$ cat config.mk
export PLATFORM = sky130hd
export DESIGN_NAME = rr_mux_nto1
export DESIGN_NICKNAME = d
export VERILOG_FILES = /design/src/rtl/mux_pkg.sv /design/src/rtl/rr_mux_nto1_arbiter.sv /design/src/rtl/rr_mux_nto1.sv
export SDC_FILE = /design/constraint.sdc
export NUM_CORES = 1
export LEC_CHECK = 0
export BUFFER_PORTS_ARGS = -buffer_cell sky130_fd_sc_hd__buf_2
export CORE_MARGIN = 2
export CORE_UTILIZATION = 40
export CTS_CLUSTER_DIAMETER = 40
export DETAILED_ROUTE_END_ITERATION = 10
export PLACE_DENSITY_LB_ADDON = 0.08
export RECOVER_POWER = 50
export SLEW_MARGIN = 20
export SYNTH_ARGS = -nofsm -noshare
export SYNTH_HDL_FRONTEND = slang
export SYNTH_SLANG_ARGS = --single-unit
$ cat constraint.sdc
create_clock -name clk -period 6.8 [get_ports clk]
set_clock_uncertainty 0.1 [all_clocks]
set_input_delay 0.68 -clock clk [delete_from_list [all_inputs] [get_ports clk]]
set_output_delay 0.68 -clock clk [all_outputs]
set_load 0.01 [all_outputs]
$ cat src/rtl/mux_pkg.sv
// Shared types and default sizing for the N:1 round-robin channel merger
// and the arbiter that drives it.
package mux_pkg;

  typedef enum logic [1:0] {
    MODE_FORCED   = 2'b00,
    MODE_PRIORITY = 2'b01,
    MODE_RR       = 2'b10,
    MODE_RSVD     = 2'b11
  } mux_mode_e;

  localparam int DEF_NUM_CH = 8;
  localparam int DEF_DATA_W = 8;

endpackage

$ cat src/rtl/rr_mux_nto1_arbiter.sv
// Grant logic for the channel merger: forced, fixed-priority or round-robin
// selection over the request vector, plus the round-robin pointer it owns.
module rr_arbiter
  import mux_pkg::*;
#(
  parameter  int NUM_CH = DEF_NUM_CH,
  localparam int SEL_W  = $clog2(NUM_CH)
) (
  input  logic              clk,
  input  logic              rst,
  input  logic [NUM_CH-1:0] req,
  input  logic [1:0]        mode,
  input  logic [SEL_W-1:0]  force_sel,
  input  logic              advance,
  output logic [NUM_CH-1:0] grant,
  output logic [SEL_W-1:0]  grant_idx
);

  mux_mode_e        mode_e;
  logic [SEL_W-1:0] rr_ptr_q;
  logic [SEL_W-1:0] rr_ptr_d;
  logic             found;
  int               rr_idx;

  assign mode_e = mux_mode_e'(mode);

  // Forced indices past NUM_CH never match a loop index, so they grant nothing.
  always_comb begin
    grant     = '0;
    grant_idx = '0;
    found     = 1'b0;
    rr_idx    = 0;
    case (mode_e)
      MODE_FORCED: begin
        for (int i = 0; i < NUM_CH; i++) begin
          if (force_sel == SEL_W'(i) && req[i]) begin
            grant[i]  = 1'b1;
            grant_idx = SEL_W'(i);
          end
        end
      end
      MODE_PRIORITY: begin
        for (int i = 0; i < NUM_CH; i++) begin
          if (!found && req[i]) begin
            found     = 1'b1;
            grant[i]  = 1'b1;
            grant_idx = SEL_W'(i);
          end
        end
      end
      default: begin
        for (int k = 0; k < NUM_CH; k++) begin
          rr_idx = int'(rr_ptr_q) + k;
          if (rr_idx >= NUM_CH) rr_idx = rr_idx - NUM_CH;
          if (!found && req[rr_idx]) begin
            found          = 1'b1;
            grant[rr_idx]  = 1'b1;
            grant_idx      = SEL_W'(rr_idx);
          end
        end
      end
    endcase
  end

  // Wrap explicitly so non-power-of-2 channel counts never walk past NUM_CH-1.
  always_comb begin
    rr_ptr_d = rr_ptr_q;
    if (advance && (mode_e == MODE_RR || mode_e == MODE_RSVD)) begin
      if (int'(grant_idx) == NUM_CH - 1) rr_ptr_d = '0;
      else                                rr_ptr_d = grant_idx + SEL_W'(1);
    end
  end

  always_ff @(posedge clk or posedge rst) begin
    if (rst) rr_ptr_q <= '0;
    else     rr_ptr_q <= rr_ptr_d;
  end

endmodule

$ cat src/rtl/rr_mux_nto1.sv
// N:1 handshaked channel merger: arbitrates among valid inputs and captures
// the winning beat into a one-entry output register.
module rr_mux_nto1
  import mux_pkg::*;
#(
  parameter  int NUM_CH = DEF_NUM_CH,
  parameter  int DATA_W = DEF_DATA_W,
  localparam int SEL_W  = $clog2(NUM_CH)
) (
  input  logic                     clk,
  input  logic                     rst,
  input  logic [1:0]               mode,
  input  logic [SEL_W-1:0]         force_sel,
  input  logic [NUM_CH-1:0]        in_valid,
  input  logic [NUM_CH*DATA_W-1:0] in_data,
  output logic [NUM_CH-1:0]        in_ready,
  output logic                     out_valid,
  output logic [DATA_W-1:0]        out_data,
  output logic [SEL_W-1:0]         out_sel,
  input  logic                     out_ready
);

  logic [NUM_CH-1:0] grant;
  logic [SEL_W-1:0]  grant_idx;
  logic              load_en;
  logic              transfer;
  logic [DATA_W-1:0] sel_data;

  logic              out_valid_q, out_valid_d;
  logic [DATA_W-1:0] out_data_q,  out_data_d;
  logic [SEL_W-1:0]  out_sel_q,   out_sel_d;

  rr_arbiter #(
    .NUM_CH (NUM_CH)
  ) u_arbiter (
    .clk       (clk),
    .rst       (rst),
    .req       (in_valid),
    .mode      (mode),
    .force_sel (force_sel),
    .advance   (transfer),
    .grant     (grant),
    .grant_idx (grant_idx)
  );

  // The register can refill in the same cycle its held beat is consumed.
  assign load_en  = !out_valid_q || out_ready;
  assign in_ready = grant & {NUM_CH{load_en}};
  assign transfer = |(in_valid & in_ready);

  always_comb begin
    sel_data = '0;
    for (int i = 0; i < NUM_CH; i++) begin
      if (grant[i]) sel_data = in_data[i*DATA_W +: DATA_W];
    end
  end

  always_comb begin
    out_valid_d = out_valid_q;
    out_data_d  = out_data_q;
    out_sel_d   = out_sel_q;
    if (transfer) begin
      out_valid_d = 1'b1;
      out_data_d  = sel_data;
      out_sel_d   = grant_idx;
    end else if (out_ready) begin
      out_valid_d = 1'b0;
    end
  end

  always_ff @(posedge clk or posedge rst) begin
    if (rst) begin
      out_valid_q <= 1'b0;
      out_data_q  <= '0;
      out_sel_q   <= '0;
    end else begin
      out_valid_q <= out_valid_d;
      out_data_q  <= out_data_d;
      out_sel_q   <= out_sel_d;
    end
  end

  assign out_valid = out_valid_q;
  assign out_data  = out_data_q;
  assign out_sel   = out_sel_q;

endmodule

Word level (Yosys, flattened, before mapping)
Index checks and enable logic that the tools add are counted.
W data, S select, Z words.
{"block": "totals", "ff_bits": 15, "inputBits": 80, "out_inout_bits": 20, "wordCells": 266}
{"block": "classes", "add_sub_neg": 16, "n_lt_le_gt_ge": 24, "n_eq_ne": 11, "mux": 149, "bitwise_logic": 9, "reduce_logical": 53}
{"operator": "$mux W32", "n": 16}
{"operator": "$ge A32 B1 Y1 const B", "n": 8}
{"operator": "$lt A32 B5 Y1 const B", "n": 8}
{"operator": "$ge A32 B5 Y1 const B", "n": 7}
{"operator": "$sub A32 B5 Y32 const B", "n": 7}
{"operator": "$mux W8", "n": 23}
{"operator": "$mux W1", "n": 71}
{"operator": "$or A8 B8 Y8", "n": 7}
{"operator": "$mux W3", "n": 17}
{"operator": "$logic_and A1 B1 Y1", "n": 31}
{"operator": "$bmux W1 S3", "n": 8}
{"operator": "$demux W1 S3", "n": 8}
{"operator": "$add A3 B3 Y4 const B", "n": 4}
{"operator": "$and A8 B8 Y8", "n": 2}
{"operator": "$pmux W8 S2", "n": 1}
{"operator": "$logic_not A1 Y1", "n": 15}
{"operator": "$eq A3 B3 Y1 const B", "n": 4}
{"operator": "$add A3 B2 Y4 const B", "n": 2}
{"operator": "$mux W2", "n": 4}
{"operator": "$reduce_or A8 Y1", "n": 1}
{"operator": "$eq A3 B1 Y1 const B", "n": 2}
{"operator": "$eq A3 B2 Y1 const B", "n": 2}
{"operator": "$pmux W3 S2", "n": 1}
{"operator": "$sub A3 B4 Y5 const B", "n": 1}
{"operator": "other kinds (10)", "n": 12}

Logic depth before layout (Yosys ltp)
{"block": "depth", "word_depth": 44, "mapped_depth": 20, "depth_no_buf": 15}

By module
From an unflattened synthesis, not the netlist that was laid out.
{"block": "hier_totals", "cells_unflattened": 420, "area_unflattened_um2": 3230.6}
{"mod": "rr_arbiter", "instances": 1, "cells_each": 285, "area_per_inst_um2": 2089.5, "seq_area_each_um2": 75.1}
{"mod": "rr_mux_nto1", "instances": 1, "cells_each": 135, "area_per_inst_um2": 1141.1, "seq_area_each_um2": 300.3}

Worst setup path before layout
Ideal clock, no wire load.
{"block": "synth_path", "path_type": "reg2out", "from": "register u_arbiter.rr_ptr_q[1]", "to": "output in_ready[6]", "arrival_ns": 4.367, "required_time_ns": 6.020, "slack_ns": 1.653, "path_stages_with_launch": 16, "n_path_buf": 5, "cell_sequence": "dfrtp_1 > clkbuf_1 > inv_1 > clkbuf_1 > ha_1 > buf_4 > mux2_2 > mux2_2 > o221a_2 > or4_1 > buf_2 > nor4b_1 > a211oi_1 > a21oi_2 > clkbuf_1 > nor2b_1"}
{"block": "synth_via", "elab_chain_cells": 37, "word_cells_on_any_way": 155, "classes_between": "add/sub (15); order compare (24); mux (86); bitwise (8); reduce/logical (22)"}
{"item": "from (decl)", "line_no": "rr_mux_nto1_arbiter.sv:20", "rtl": "logic [SEL_W-1:0] rr_ptr_q;"}
{"item": "from (signal assigned)", "line_no": "rr_mux_nto1_arbiter.sv:76", "rtl": "else rr_ptr_q <= rr_ptr_d;"}
{"item": "parallel branches: the longest is 34 deep, another holds $sub A32 B5 Y32"}
{"item": "$mux W8 *", "line_no": "rr_mux_nto1_arbiter.sv:55", "rtl": "if (!found && req[rr_idx]) begin"}
{"item": "$pmux W8 S2 *", "line_no": "rr_mux_nto1_arbiter.sv:33", "rtl": "case (mode_e)"}
{"item": "$and A8 B8 Y8 *", "line_no": "rr_mux_nto1.sv:48", "rtl": "assign in_ready = grant & {NUM_CH{load_en}};"}
{"item": "to (decl)", "line_no": "rr_mux_nto1.sv:16", "rtl": "output logic [NUM_CH-1:0] in_ready,"}
Every way passes the cells marked *. The select of a mux whose other input is x is not followed.

Worst setup path in the final report
{"block": "layout_path", "from": "register u_arbiter.rr_ptr_q[1]", "to": "output in_ready[5]"}
Same word-level chain as after synthesis.

==> reports/summary.txt <==
Proportion of layout cells with a drive suffix above 1 = 26.22%
Per-instance average area after synthesis = 7.248 um2
Sort of element at the end of the critical path = primary output
Pre-CTS worst setup slack = 1.599 ns
H-tree levels = 1
Max Root-Sink Buffers = 2
Cell area after synthesis = 0.003356 mm2
Clock sink count = 15
Most common cell after layout, fill and taps aside = sky130_fd_sc_hd__buf_2
# diodes = 0
Top library cells by usage in the layout, fill and taps aside = 89 x sky130_fd_sc_hd__buf_2, 46 x sky130_fd_sc_hd__nor2_1, 37 x sky130_fd_sc_hd__nand2_1, 37 x sky130_fd_sc_hd__a21oi_1, 24 x sky130_fd_sc_hd__a211o_1
Slowest cell delay on critical path = 0.65 ns
Maximum number of pins on one net before global-route repair = 48
Crit-path leading delay family = compound AO/OA/AOI/OAI gates
Number of synthesized flops with an enable pin = 0
Number of slew-limit violations in the final report = 0
Leakage power of the design = 1.640 nW
Number of buffers added by the clock tree synthesis step = 3
Worst min path class = in2async
Endpoint arrival time on the critical path = 4.62 ns
Power density over cell area = 499.0 mW/mm2
Final-layout fill cell count = 854
Global-route track usage on met2 = 38.11%
Postcts setup bufs = 0
Count of yosys warnings during synthesis = 0
Hold Vio Cnt, Final = 0
Post-detailed-placement half-perimeter wirelength = 9442 um
Setup Total Neg Slack = 0 ns
Startpoint kind of the worst setup timing path = flop
Post-layout net count = 625
Resized Gates After CTS = 0
Worst path required time = 6.02 ns
WL per Instance = 19.56 um
Most used cell, CP = sky130_fd_sc_hd__mux2_2
Area used by sequential logic in the layout = 375.4 um2
Count of different cell masters after synthesis = 65
CTS tree = done
Crit path time final = 5.397 ns
Vias per Instance = 6.393
Synthesized instance count = 463
Layout overhead on the synthesized area = 16.03%
Number of nets produced by synthesis = 553
Number of global-route vias before repair = 3472
Die Ht = 95.60 um
PortBufs = 99
Global routing met1 resource utilization = 40.90%
Number of violations of the max-capacitance limit = 0
Starting DRC count in detailed routing = 412
Detailed-route DRC error count = 0
Category of the most critical setup path = reg2out
Final estimated routing congestion in global placement = 1.011
Proportion of synthesized flip-flops having asynchronous set or reset = 100.0%
Clock transition at the registers of the reported paths = 0.06 ns
Number of hold-repair buffers added at the cts stage = 0
Aggregate routed wire length = 12500 um
Worst-path fanout max = 13
Clock insertion delay at the later pin of the skew report = 0.24 ns
WP buf/inv = 2
Setup violations, final = 0
Number of I/O pins = 100
Outcome = finished, final reports clean
CTS Root Buffer Type = sky130_fd_sc_hd__clkbuf_8
Post-route fraction of the period consumed by the critical path = 79.37%
Antenna violations before repair = 0
Total global-route track usage = 26.14%
Number of iterations in the first detailed-routing pass = 5
Prevailing post-synth register cell = sky130_fd_sc_hd__dfrtp_1
DR vias = 4085
Unrepaired setup endpoints after global routing = false
Number of nets still failing antenna checks after routing = 0
Total area of multi-input combinational cells = 0.002723 mm2
Highest clock rate = 185.3 MHz
Area of the die = 0.009138 mm2
Area of the core = 0.008175 mm2
Cell breakdown of the critical path = inv_1 > ha_1 > mux2_2 > mux2_2 > o211ai_1 > nand3_1 > o311ai_0 > nor3_1 > a21oi_2 > nor2b_1 > buf_2
Grt met3 use = 2.846%
Horizontal die dimension = 95.60 um
Remaining Overflow, GRT = 0
VDD IR max = 0.0002598 V
Initial Utilization = 41.05%
Number of synthesized register bits = 15
Setup ws final = 1.403 ns
Std-Cell Rows = 33
Most used routing layer in global routing = met1
Worst-margin pin slew = 0.7791 ns
Fraction of the yosys area taken by sequential cells = 11.19%
Rel. slew slack = 47.69%
Global-route wire length before repair = 18740 um
Cell with the biggest individual delay on the critical path = sky130_fd_sc_hd__dfrtp_1
-- synth_stat cells, drive strengths merged, types with 4 or more instances --
| library cell | number | area (um2) |
|---|---|---|
| or4 | 4 | 30.03 |
| o31ai | 6 | 45.04 |
| nand2b | 6 | 37.54 |
| nand3 | 16 | 80.08 |
| nor2b | 17 | 106.4 |
| inv | 19 | 71.32 |
| a2111oi | 4 | 41.29 |
| nand2 | 37 | 138.9 |
| clkbuf | 25 | 95.09 |
| a22oi | 19 | 142.6 |
| a211oi | 8 | 60.06 |
| mux2 | 13 | 146.4 |
| mux2i | 14 | 140.1 |
| buf | 15 | 87.58 |
| mux4 | 8 | 180.2 |
| a21oi | 41 | 220.2 |
| ha | 10 | 125.1 |
| o32ai | 4 | 35.03 |
| o21ai | 22 | 110.1 |
| nor3 | 13 | 65.06 |
| o221ai | 7 | 61.31 |
| dfrtp | 15 | 375.4 |
| nor2 | 47 | 178.9 |
| a31oi | 11 | 68.82 |
| o22ai | 6 | 37.54 |
| o221a | 5 | 56.30 |
| a211o | 24 | 210.2 |
-- state kept, by name, summed over array words and instances, names as in the netlist --
signal and count:
u_arbiter.rr_ptr_q 3, out_sel 3, out_valid 1, out_data 8
-- layer usage --
layer | vias to the layer above | routed length, um
met4 | 0 | 206
li1 | 1923 | -
met1 | 1916 | 5608
met5 | - | 0
met3 | 23 | 1022
met2 | 223 | 5662
-- cell type report --
type                            instances  share of cell area (%)
Multi-Input combinational cell        388                   69.92
Timing Repair Buffer                  107                   13.95
Sequential cell                        15                   9.640
Tap cell                              105                   3.374
Inverter                               20                   1.928
Clock buffer                            3                   1.060
Clock inverter                          1                  0.1285
-- power breakdown --
group / internal, mW / switching, mW / leakage [nW]
logic: 0.631 / 1.06 / 1.44
registers: 0.134 / 0.0511 / 0.171
clock network: 0.0405 / 0.0306 / 0.0255
-- metrics by stage --
step | cells | instance area (um2) | hold WS, ns | total power [mW] | util (%)
after floorplan | 463 | 3356 | 0.4511 | 1.419 | -
after global placement | 635 | 3860 | 0.3928 | 1.830 | 47.21
after detailed placement | 635 | 3860 | 0.4024 | 1.830 | 47.21
after CTS | 639 | 3906 | 0.4007 | 1.904 | 47.78
after global routing | 639 | 3894 | 0.4273 | 2.090 | 47.63
final | 639 | 3894 | 0.3822 | 1.943 | 47.63
-- logic make-up after synthesis --
family                     count (synthesis)  share of synthesized area, %
muxes                                     35                         13.91
AOI/OAI and AO/OA                        179                         38.81
and+or+nand+nor                          160                         23.08
DFF                                       15                         11.19
adders and majority gates                 10                         3.729
buffers and inverters                     60                         7.681
xor gates and xnor gates                   4                         1.604
-- worst paths after layout --
| check | from | to | slack (ns) | depth (start not counted) |
|---|---|---|---|---|
| hold reg to reg | out_sel[1] | out_sel[1] | 0.42 | 1 |
| max in group asynchronous | rst | out_data[3] | 5.85 | 2 |
| setup / recovery | u_arbiter.rr_ptr_q[1] | in_ready[5] | 1.40 | 11 |
| setup reg to reg | u_arbiter.rr_ptr_q[1] | u_arbiter.rr_ptr_q[0] | 1.43 | 14 |
| hold / removal | rst | out_sel[1] | 0.38 | 2 |
| min in group clk | out_sel[1] | out_sel[1] | 0.42 | 1 |
Note: power is estimated with default switching activity, not from simulation.
